[config.mk]
export PLATFORM = sky130hd
export DESIGN_NAME = change_dispenser
export DESIGN_NICKNAME = d
export VERILOG_FILES = /design/src/rtl/vending_pkg.sv /design/src/rtl/coin_selector.sv /design/src/rtl/change_dispenser.sv
export SDC_FILE = /design/constraint.sdc
export NUM_CORES = 1
export LEC_CHECK = 0
export BUFFER_PORTS_ARGS = -buffer_cell sky130_fd_sc_hd__buf_2
export CORE_ASPECT_RATIO = 2
export CORE_UTILIZATION = 56
export CTS_CLUSTER_SIZE = 28
export DETAILED_ROUTE_END_ITERATION = 6
export GPL_TIMING_DRIVEN = 0
export PLACE_DENSITY = 0.85
export REMOVE_ABC_BUFFERS = 1
export SYNTH_ARGS = -nofsm -noshare
export SYNTH_HDL_FRONTEND = slang
export SYNTH_SLANG_ARGS = --single-unit
[constraint.sdc]
create_clock -name clk -period 2.8 [get_ports clk]
set_input_delay 0.28 -clock clk [delete_from_list [all_inputs] [get_ports clk]]
set_output_delay 0.28 -clock clk [all_outputs]
set_load 0.1 [all_outputs]
[src/rtl/vending_pkg.sv]
// Shared definitions for the vending machine: denomination table and the
// change-dispenser state encoding.
package vending_pkg;

  localparam int CURRENCIES = 8;

  // Coin values in kop, indexed by denomination code, ascending.
  localparam int unsigned CURRENCY_VALUES [CURRENCIES] = '{1, 2, 5, 10, 25, 50, 100, 200};

  typedef enum logic [1:0] {
    IDLE,
    SEARCH,
    EMIT,
    DONE
  } state_t;

endpackage

[src/rtl/coin_selector.sv]
// Combinational priority picker: returns the highest denomination that is in
// stock and does not exceed the amount still owed.
module coin_selector
  import vending_pkg::*;
#(
  parameter int AMOUNT_W = 16
) (
  input  logic [CURRENCIES-1:0]         stock_nz,
  input  logic [AMOUNT_W-1:0]           remaining,
  output logic                          found,
  output logic [$clog2(CURRENCIES)-1:0] code
);

  localparam int CODE_W = $clog2(CURRENCIES);

  // Ascending scan so the last hit, i.e. the largest coin, wins.
  always_comb begin
    found = 1'b0;
    code  = '0;
    for (int i = 0; i < CURRENCIES; i++) begin
      if (stock_nz[i] && (AMOUNT_W'(CURRENCY_VALUES[i]) <= remaining)) begin
        found = 1'b1;
        code  = CODE_W'(i);
      end
    end
  end

endmodule

[src/rtl/change_dispenser.sv]
// Change-return sequencer: pays an amount greedily from per-denomination coin
// stock, one coin per strobe, then pulses done and flags any shortfall.
module change_dispenser
  import vending_pkg::*;
#(
  parameter int CURRENCIES = vending_pkg::CURRENCIES,
  parameter int AMOUNT_W   = 16,
  parameter int COUNT_W    = 8,
  parameter int INIT_COUNT = 10
) (
  input  logic                          clk,
  input  logic                          i_rst_n,
  input  logic                          i_start,
  input  logic [AMOUNT_W-1:0]           i_amount,
  input  logic                          i_refill_strobe,
  input  logic [$clog2(CURRENCIES)-1:0] i_refill_code,
  output logic                          o_busy,
  output logic [$clog2(CURRENCIES)-1:0] o_change,
  output logic                          o_change_strobe,
  output logic                          o_done,
  output logic                          o_no_change,
  output logic [AMOUNT_W-1:0]           o_remaining
);

  localparam int CODE_W = $clog2(CURRENCIES);

  state_t                state;
  logic [COUNT_W-1:0]    stock_q [CURRENCIES];
  logic [CURRENCIES-1:0] stock_nz;
  logic [CURRENCIES-1:0] take;
  logic [CURRENCIES-1:0] add_hit;
  logic                  sel_found;
  logic [CODE_W-1:0]     sel_code;

  always_comb begin
    stock_nz = '0;
    take     = '0;
    add_hit  = '0;
    for (int i = 0; i < CURRENCIES; i++) begin
      stock_nz[i] = (stock_q[i] != '0);
      take[i]     = (state == EMIT) && (o_change == CODE_W'(i));
      add_hit[i]  = i_refill_strobe && (i_refill_code == CODE_W'(i));
    end
  end

  coin_selector #(
    .AMOUNT_W (AMOUNT_W)
  ) u_selector (
    .stock_nz  (stock_nz),
    .remaining (o_remaining),
    .found     (sel_found),
    .code      (sel_code)
  );

  // A refill landing on the coin being paid out cancels the decrement, even
  // when that counter is full, so the count simply holds.
  always_ff @(posedge clk) begin
    for (int i = 0; i < CURRENCIES; i++) begin
      if (!i_rst_n) begin
        stock_q[i] <= COUNT_W'(INIT_COUNT);
      end else if (take[i]) begin
        if (!add_hit[i]) begin
          stock_q[i] <= stock_q[i] - COUNT_W'(1);
        end
      end else if (add_hit[i] && (stock_q[i] != '1)) begin
        stock_q[i] <= stock_q[i] + COUNT_W'(1);
      end
    end
  end

  // o_change holds the selected code through EMIT so the stock decrement and
  // the remaining update both key off the registered value.
  always_ff @(posedge clk) begin
    if (!i_rst_n) begin
      state           <= IDLE;
      o_busy          <= 1'b0;
      o_change        <= '0;
      o_change_strobe <= 1'b0;
      o_done          <= 1'b0;
      o_no_change     <= 1'b0;
      o_remaining     <= '0;
    end else begin
      o_change_strobe <= 1'b0;
      o_done          <= 1'b0;
      case (state)
        IDLE: begin
          if (i_start) begin
            o_remaining <= i_amount;
            o_no_change <= 1'b0;
            o_busy      <= 1'b1;
            state       <= SEARCH;
          end
        end
        SEARCH: begin
          if (o_remaining == '0) begin
            o_done <= 1'b1;
            state  <= DONE;
          end else if (!sel_found) begin
            o_done      <= 1'b1;
            o_no_change <= 1'b1;
            state       <= DONE;
          end else begin
            o_change        <= sel_code;
            o_change_strobe <= 1'b1;
            state           <= EMIT;
          end
        end
        EMIT: begin
          o_remaining <= o_remaining - AMOUNT_W'(CURRENCY_VALUES[o_change]);
          state       <= SEARCH;
        end
        DONE: begin
          o_busy <= 1'b0;
          state  <= IDLE;
        end
        default: state <= IDLE;
      endcase
    end
  end

endmodule

==> results of run 1 <==
[cells by family after synthesis]
kind of cell               synth area share [%]
xor gates and xnor gates                  3.151
DFF                                       36.32
and+or+nand+nor                           22.96
buffers and inverters                     3.320
adders and majority gates                 7.353
AOI/OAI and AO/OA                         26.15
muxes                                    0.7504
[stage by stage]
stage	setup slack [ns]	power, mW	instance area [µm²]	utilization, %
2_1_floorplan	-1.064	2.312	6565	-
3_3_place_gp	-0.6389	2.504	6972	59.94
3_5_place_dp	-0.6809	2.525	6997	60.15
4_1_cts	-0.09946	3.754	7581	65.18
5_1_grt	-0.2197	3.941	7677	66.01
6_report	-0.1302	3.825	7677	66.01
[path summary, 6_finish.rpt]
| path | startpoint | endpoint | slack [ns] | depth (start not counted) |
|---|---|---|---|---|
| worst min-delay path | i_amount[1] | o_remaining[1] | 0.21 | 3 |
| worst min register to register | o_remaining[15] | o_remaining[15] | 0.52 | 2 |
| worst max register to register | o_change[1] | o_remaining[12] | -0.13 | 14 |
| worst max-delay path | o_change[1] | o_remaining[12] | -0.13 | 14 |
[power by group through the flow]
stage / clock (mW) / sequential (mW) / combinational [mW]
global placement: 0 / 1.66 / 0.839
global route: 1.19 / 1.65 / 1.11
floorplan: 0 / 1.84 / 0.474
finish: 1.15 / 1.63 / 1.04
detailed placement: 0 / 1.67 / 0.858
CTS: 1.15 / 1.63 / 0.978
[flip-flops by register name (all words and copies together) (netlist names)]
name             cells
o_busy               1
o_change             3
o_change_strobe      1
o_done               1
o_no_change          1
o_remaining         16
state                2
stock_q             64
[layout by cell type, fill, tap and decap left out, types with 5 or more instances in the layout]
cell type / n
sky130_fd_sc_hd__a211oi_1: 11
sky130_fd_sc_hd__a21o_1: 7
sky130_fd_sc_hd__a21oi_1: 70
sky130_fd_sc_hd__a221oi_1: 13
sky130_fd_sc_hd__a22oi_1: 9
sky130_fd_sc_hd__a31oi_1: 8
sky130_fd_sc_hd__and3_1: 9
sky130_fd_sc_hd__buf_2: 48
sky130_fd_sc_hd__buf_4: 23
sky130_fd_sc_hd__clkbuf_1: 5
sky130_fd_sc_hd__clkbuf_16: 9
sky130_fd_sc_hd__dfxtp_1: 20
sky130_fd_sc_hd__dfxtp_4: 5
sky130_fd_sc_hd__edfxtp_1: 64
sky130_fd_sc_hd__ha_1: 27
sky130_fd_sc_hd__ha_2: 5
sky130_fd_sc_hd__inv_1: 28
sky130_fd_sc_hd__nand2_1: 71
sky130_fd_sc_hd__nand2b_1: 10
sky130_fd_sc_hd__nand3_1: 31
sky130_fd_sc_hd__nand4_1: 5
sky130_fd_sc_hd__nor2_1: 94
sky130_fd_sc_hd__nor2b_1: 5
sky130_fd_sc_hd__nor3_1: 20
sky130_fd_sc_hd__nor4_1: 8
sky130_fd_sc_hd__o21a_1: 13
sky130_fd_sc_hd__o21ai_0: 39
sky130_fd_sc_hd__o21ai_1: 6
sky130_fd_sc_hd__o22a_1: 9
sky130_fd_sc_hd__o22ai_1: 18
sky130_fd_sc_hd__or2_2: 13
sky130_fd_sc_hd__xnor2_1: 12
sky130_fd_sc_hd__xor2_1: 12
[worst max-delay path, delay by kind of cell (launching register included)]
| family | cells | cell delay [ns] |
|---|---|---|
| buffers and inverters | 2 | 0.11 |
| multiplexers | 1 | 0.21 |
| adder cells (fa/ha/maj) | 3 | 0.75 |
| flip-flops | 1 | 0.35 |
| AO/OA/AOI/OAI | 5 | 0.92 |
| AND/OR/NAND/NOR | 3 | 0.44 |
[per-layer routing]
layer	track usage, %	vias up
li1	-	3085
met1	31.54	3117
met2	54.72	301
met3	3.732	91
met4	18.79	0
met5	0	-
[layout make-up]
cell class                 count  area, µm²
clock buffer                  16      271.5
timing repair buffer          74      442.9
sequential                    89       2441
inverter                      31      121.4
tap                          145      181.4
fill                         948       3954
multi-input combinational    635       4219
[timing repair]
action / in CTS / in global routing
gates cloned: 0 / 0
setup buffers: 16 / 9
resized for setup: 48 / 8
pin swaps: 22 / 12
setup endpoints to repair: 22 / 62
==> results.txt, run 1 <==
----------------------------------------------------
[Clock network]
  Number of H-tree levels ... 3
  Clock root buffer ... sky130_fd_sc_hd__clkbuf_16
  Clock network latency to the later pin of the worst-skew pair ... 0.34 ns
  CTS sink cnt ... 89
  Number of buffers on the longest clock path ... 2
  CTS tree ... done
  Number of CTS-inserted buffers ... 9
  Clock transition at the register clock pins on the worst setup and hold paths after CTS ... 0.06 ns
  Hold buffers post-CTS ... 0

[STA]
  Period minus WS final ... 2.930 ns
  Max-slew violation count ... 0
  Sum of negative setup slack ... -0.2866 ns
  Final clock skew ... 0.007483 ns
  Final setup violation count ... 6
  Setup slack of the critical path after layout ... -0.1302 ns
  Unrepaired setup endpoints after global routing ... true
  Actual slew at the worst max-slew pin ... 0.9615 ns
  Final period utilization ... 104.7%
  Headroom to the max-slew limit ... 35.62%
  Final Hold Slack ... 0.2054 ns
  Endpoints failing hold ... 0
  Fmax ... 0.3413 GHz

[Setup path]
  Most used cell, CP ... sky130_fd_sc_hd__a21o_1
  Delay contributed by the slowest stage of the critical path ... 0.37 ns
  Type of the worst setup path ... flop to flop
  Crit path max fanout ... 5
  Worst setup EP type ... flop
  Critical Path Slowest Stage Cell ... sky130_fd_sc_hd__fa_2
  Worst endpoint required time ... 3.00 ns
  Kind of launch point of the worst setup path ... flop
  Arrival time of the worst setup path ... 3.13 ns
  Ordered list of cells on the worst path ... inv_4 > ha_4 > nand2_1 > o21ai_1 > ha_2 > inv_2 > fa_2 > a21o_1 > a21o_1 > a2111oi_4 > nor4_4 > nor4b_2 > mux2i_1 > a211oi_1

[Floorplanning]
  Number of ports placed on the die boundary ... 46
  Initial standard-cell utilization of the core ... 57.35%
  Std-Cell Rows ... 56
  Area of the core ... 11,630 µm²
  Die Footprint ... 12,380 µm²
  Height of the chip ... 156.3 µm
  Width of the chip ... 79.17 µm

[Placed design]
  Detailed placer's ending HPWL ... 12.66 mm
  Placed cells ... 949
  PortBufs ... 45
  GP Congestion ... 0.9505

[Power]
  Share of total power in the clock network ... 30.0%
  Max VDD drop ... 0.4486 mV
  Cell-internal power ... 2.522 mW
  Total power density per cell area ... 498.3 nW/µm²
  Switching share of power ... 34.07%
  Sequential fraction of design power ... 42.7%
  Combinational power share ... 27.3%
  Leakage power figure ... 2.735 nW
  Switch Pwr ... 1.303 mW

[Layout]
  Number of diodes added for antenna fixing ... 0
  Number of nets at the end of the flow ... 901
  Number of standard cells in the layout, taps in and fillers out ... 990
  Fraction of layout cells with a size suffix above 1 ... 18.70%
  Layout Area Growth over Synthesis ... 15.10%

[Global routing]
  GRT Resource Usage Total ... 29.93%
  Wire length of the first global-routing pass ... 29.30 mm
  Maximum number of pins on one net before global-route repair ... 26
  Number of antenna violations at the first check in global routing ... 0
  Number of global-route vias before repair ... 6,235
  Grt ovf ... 0

[Detailed routing]
  Uppermost layer routed ... met4
  Routed length on met1 ... 6.544 mm
  Amount of wire on met2 after detailed routing ... 9.686 mm
  First-pass iteration count of the detailed router ... 7
  Met3 WL post-DR ... 976 µm
  Final antenna-violating net count ... 0
  DRC errors left ... 0
  Drt first-iter violations ... 546
  Final wirelength ... 18.23 mm
  Average wire per cell in the routed design ... 18.42 µm
  Vias ... 6,594
  DR vias/cell ... 6.661

[Synthesis]
  Largest area contributor in the synthesized netlist ... sky130_fd_sc_hd__edfxtp_1
  Count of flip-flops with a built-in enable after synthesis ... 64
  Number of synthesized register bits ... 89
  Count leader, synth ... sky130_fd_sc_hd__nor2_1
  Proportion of register bits with asynchronous set or reset after synthesis ... 0%
  Post-synthesis area per instance ... 8.519 µm²
  Synthesis Warnings ... 0
  Synth top cells by count ... sky130_fd_sc_hd__nor2_1, sky130_fd_sc_hd__a21oi_1, sky130_fd_sc_hd__nand2_1
  Number of distinct standard cells referenced by the synthesized netlist ... 77
  Ys flop type ... sky130_fd_sc_hd__edfxtp_1
  Part of the Yosys area used for sequential elements ... 36.32%
  Area share of the largest cell type after synthesis ... 28.81%
  Cell Area, Synth ... 6670 µm²
  Number of cells produced by synthesis ... 783
  Top post-synthesis cells by area ... sky130_fd_sc_hd__edfxtp_1, sky130_fd_sc_hd__dfxtp_1, sky130_fd_sc_hd__ha_1, sky130_fd_sc_hd__a21oi_1, sky130_fd_sc_hd__nor2_1

[Worst hold path]
  HP Class ... input pin to flop

[Run status]
  Failing checks ... setup timing
  Status ... finished, violations left

[Flow run]
  Maxcap violations ... 0

----------------------------------------------------
Note: power is estimated with default switching activity, not from simulation.
==> run 2, diff against run 1 <==
- PLACE_DENSITY: 0.85 -> 0.87
- SETUP_SLACK_MARGIN: not set -> 0.02
==> results.txt, run 2 (synthesized netlist as in run 1, its figures left out) <==
----------------------------------------------------
[Detailed routing]
  Drt first-iter violations ... 703 (+29%)
  DR vias/cell ... 7.079 (+6.3%)
  Average wire per cell in the routed design ... 20.73 µm (+13%)
  First-pass iteration count of the detailed router ... 7 (unchanged)
  DRC errors left ... 17 (+17)
  Final antenna-violating net count ... 0 (unchanged)
  Final wirelength ... 20.69 mm (+13%)
  Vias ... 7,065 (+7.1%)

[STA]
  Final period utilization ... 108.9% (+4.2 points)
  Period minus WS final ... 3.048 ns (+0.1179 ns)
  Setup slack of the critical path after layout ... -0.2481 ns (-0.1179 ns)
  Headroom to the max-slew limit ... 34.09% (-1.5 points)
  Final clock skew ... 0.009159 ns (+0.001676 ns)
  Endpoints failing hold ... 0 (unchanged)
  Final setup violation count ... 12 (+6)
  Unrepaired setup endpoints after global routing ... true
  Final Hold Slack ... 0.1979 ns (-0.007562 ns)
  Actual slew at the worst max-slew pin ... 0.9843 ns (+0.02276 ns)
  Max-slew violation count ... 0 (unchanged)
  Sum of negative setup slack ... -1.390 ns (-1.104 ns)
  Fmax ... 0.3281 GHz (-3.9%)

[Layout]
  Fill cells ... 884 (-6.8%)
  Number of nets at the end of the flow ... 909 (+0.89%)
  Register containing the most flip-flops in the final layout ... stock_q
  Commonest cells after routing, fill and taps aside ... sky130_fd_sc_hd__nor2_1, sky130_fd_sc_hd__nand2_1, sky130_fd_sc_hd__a21oi_1
  Layout Area Growth over Synthesis ... 17.18%
  Most common cell after layout, fill and taps aside ... sky130_fd_sc_hd__nor2_1
  Number of standard cells in the layout, taps in and fillers out ... 998 (+0.81%)
  Regs by FF count ... stock_q: 64 flops, o_remaining: 16 flops, o_change: 3 flops
  Number of diodes added for antenna fixing ... 0 (unchanged)
  Final core area utilization ... 67.20% (+1.2 points)
  Fraction of layout cells with a size suffix above 1 ... 19.93% (+1.2 points)
  Max reg flops ... 64 (unchanged)

[Run status]
  Failing checks ... DRC, setup timing
  Status ... finished, violations left

[Clock network]
  Clock network latency to the later pin of the worst-skew pair ... 0.35 ns (about the same)
  Clock root buffer ... sky130_fd_sc_hd__clkbuf_16
  Clock transition at the register clock pins on the worst setup and hold paths after CTS ... 0.07 ns (about the same)
  Number of buffers on the longest clock path ... 2 (unchanged)
  CTS sink cnt ... 89 (unchanged)
  CTS tree ... done
  Number of H-tree levels ... 3 (unchanged)
  Number of CTS-inserted buffers ... 9 (unchanged)

[Global routing]
  Grt ovf ... 0 (unchanged)
  Maximum number of pins on one net before global-route repair ... 26 (unchanged)
  Number of global-route vias before repair ... 6,758 (+8.4%)
  Wire length of the first global-routing pass ... 31.64 mm (+8.0%)
  GRT Resource Usage Total ... 32.94% (+3.0 points)
  Number of antenna violations at the first check in global routing ... 0 (unchanged)

[Setup path]
  WP buf/inv ... 2 (unchanged)
  Kind of launch point of the worst setup path ... flop
  Delay contributed by the slowest stage of the critical path ... 0.35 ns (-0.02 ns)
  Worst endpoint required time ... 3.04 ns (+0.04 ns)
  Worst setup EP type ... flop
  FF-to-FF End ... o_remaining[9]
  Crit path max fanout ... 6 (+1)
  Launch instance of the worst register-to-register path ... o_change[1]
  Arrival time of the worst setup path ... 3.29 ns (+0.16 ns)
  Number of cell instances on the worst register-to-register path ... 12 (-2)
  Critical Path Slowest Stage Cell ... sky130_fd_sc_hd__dfxtp_4
  Largest delay share family, worst path ... compound AO/OA/AOI/OAI gates
  Setup slack of the worst register-to-register path ... -0.25 ns (-0.12 ns)
  Type of the worst setup path ... flop to flop
  Ordered list of cells on the worst path ... buf_4 > ha_1 > o21ai_2 > ha_1 > o21a_1 > o31a_1 > o31a_1 > o41ai_4 > buf_4 > nor2_1 > o21ai_0 > a31oi_1

[Worst hold path]
  Endpoint with the worst hold slack ... o_remaining[5]
  HP Class ... input pin to flop
  Worst hold path depth ... 3 (unchanged)
  Min-Delay Startpoint ... i_amount[5]

[Floorplanning]
  Number of ports placed on the die boundary ... 46 (unchanged)
  Die Footprint ... 12,380 µm² (unchanged)
  Width of the chip ... 79.17 µm (unchanged)
  Area of the core ... 11,630 µm² (unchanged)
  Std-Cell Rows ... 56 (unchanged)
  Initial standard-cell utilization of the core ... 57.35% (unchanged)
  Height of the chip ... 156.3 µm (unchanged)

[Power]
  Total power density per cell area ... 511.0 nW/µm² (+2.6%)
  Max VDD drop ... 0.4510 mV (+0.53%)
  Leakage power figure ... 2.797 nW (+2.2%)

[Placed design]
  GP Congestion ... 0.9598 (+0.98%)
  Detailed placer's ending HPWL ... 12.92 mm (+2.0%)
  PortBufs ... 45 (unchanged)
  Placed cells ... 949 (unchanged)

[Flow run]
  Maxcap violations ... 0 (unchanged)

----------------------------------------------------
## run 2: worst max-delay path by stage
stage                      startpoint              end  slack, ns  cells past startpoint
after floorplan           o_change[0]    stock_q[1][7]      -1.06                     13
after global placement    o_change[0]    stock_q[1][7]      -0.66                     13
after detailed placement  o_change[0]    stock_q[1][7]      -0.86                     13
after CTS                 o_change[0]    stock_q[1][7]      -0.15                     13
after global routing      o_change[0]  o_remaining[12]      -0.22                     15
final                     o_change[1]   o_remaining[9]      -0.25                     12
## run 2: worst reg2reg max path, cell delays in order (launching register included)
cell                      delay [ns]
sky130_fd_sc_hd__dfxtp_4        0.35
sky130_fd_sc_hd__buf_4          0.15
sky130_fd_sc_hd__ha_1           0.29
sky130_fd_sc_hd__o21ai_2        0.27
sky130_fd_sc_hd__ha_1           0.32
sky130_fd_sc_hd__o21a_1         0.13
sky130_fd_sc_hd__o31a_1         0.14
sky130_fd_sc_hd__o31a_1         0.35
sky130_fd_sc_hd__o41ai_4        0.35
sky130_fd_sc_hd__buf_4          0.20
sky130_fd_sc_hd__nor2_1         0.05
sky130_fd_sc_hd__o21ai_0        0.23
sky130_fd_sc_hd__a31oi_1        0.11
## run 2: per-stage QoR
stage          instance area (µm²)  setup WS (ns)  total power, mW
2_1_floorplan                 6565         -1.064            2.312
3_3_place_gp                  6972        -0.6638            2.503
3_5_place_dp                  6999        -0.8610            2.529
4_1_cts                       7640        -0.1453            3.842
5_1_grt                       7816        -0.2183            4.100
6_report                      7816        -0.2481            3.994
## run 2: power breakdown
part	leakage, nW	internal, mW	switching, mW
combinational	1.83	0.394	0.729
clock	0.145	0.707	0.519
sequential	0.818	1.50	0.144
total	2.80	2.60	1.39
## run 2: layout make-up
cell class | count | area [µm²] | share of cell area [%]
Tap cell | 145 | 181.4 | 2.321
Sequential cell | 89 | 2441 | 31.23
Timing Repair Buffer | 82 | 505.5 | 6.467
Inverter | 31 | 125.1 | 1.601
Multi-Input combinational cell | 635 | 4268 | 54.60
Clock buffer | 14 | 286.5 | 3.666
Clock inverter | 2 | 8.758 | 0.1121
## run 2: timing repair
item | CTS | global route
gates resized for setup | 47 | 18
pin swaps | 26 | 10
buffers inserted | 21 | 12
endpoints found under the setup margin | 29 | 51
hold buffers | 0 | 0
## run 2: metal layers
layer,GRT usage [%],vias to the layer above,share of wire (%)
met1,32.03,3276,33
met4,22.16,0,7.8
met5,0,-,0
li1,-,3108,-
met3,8.397,175,8.1
met2,59.44,506,51
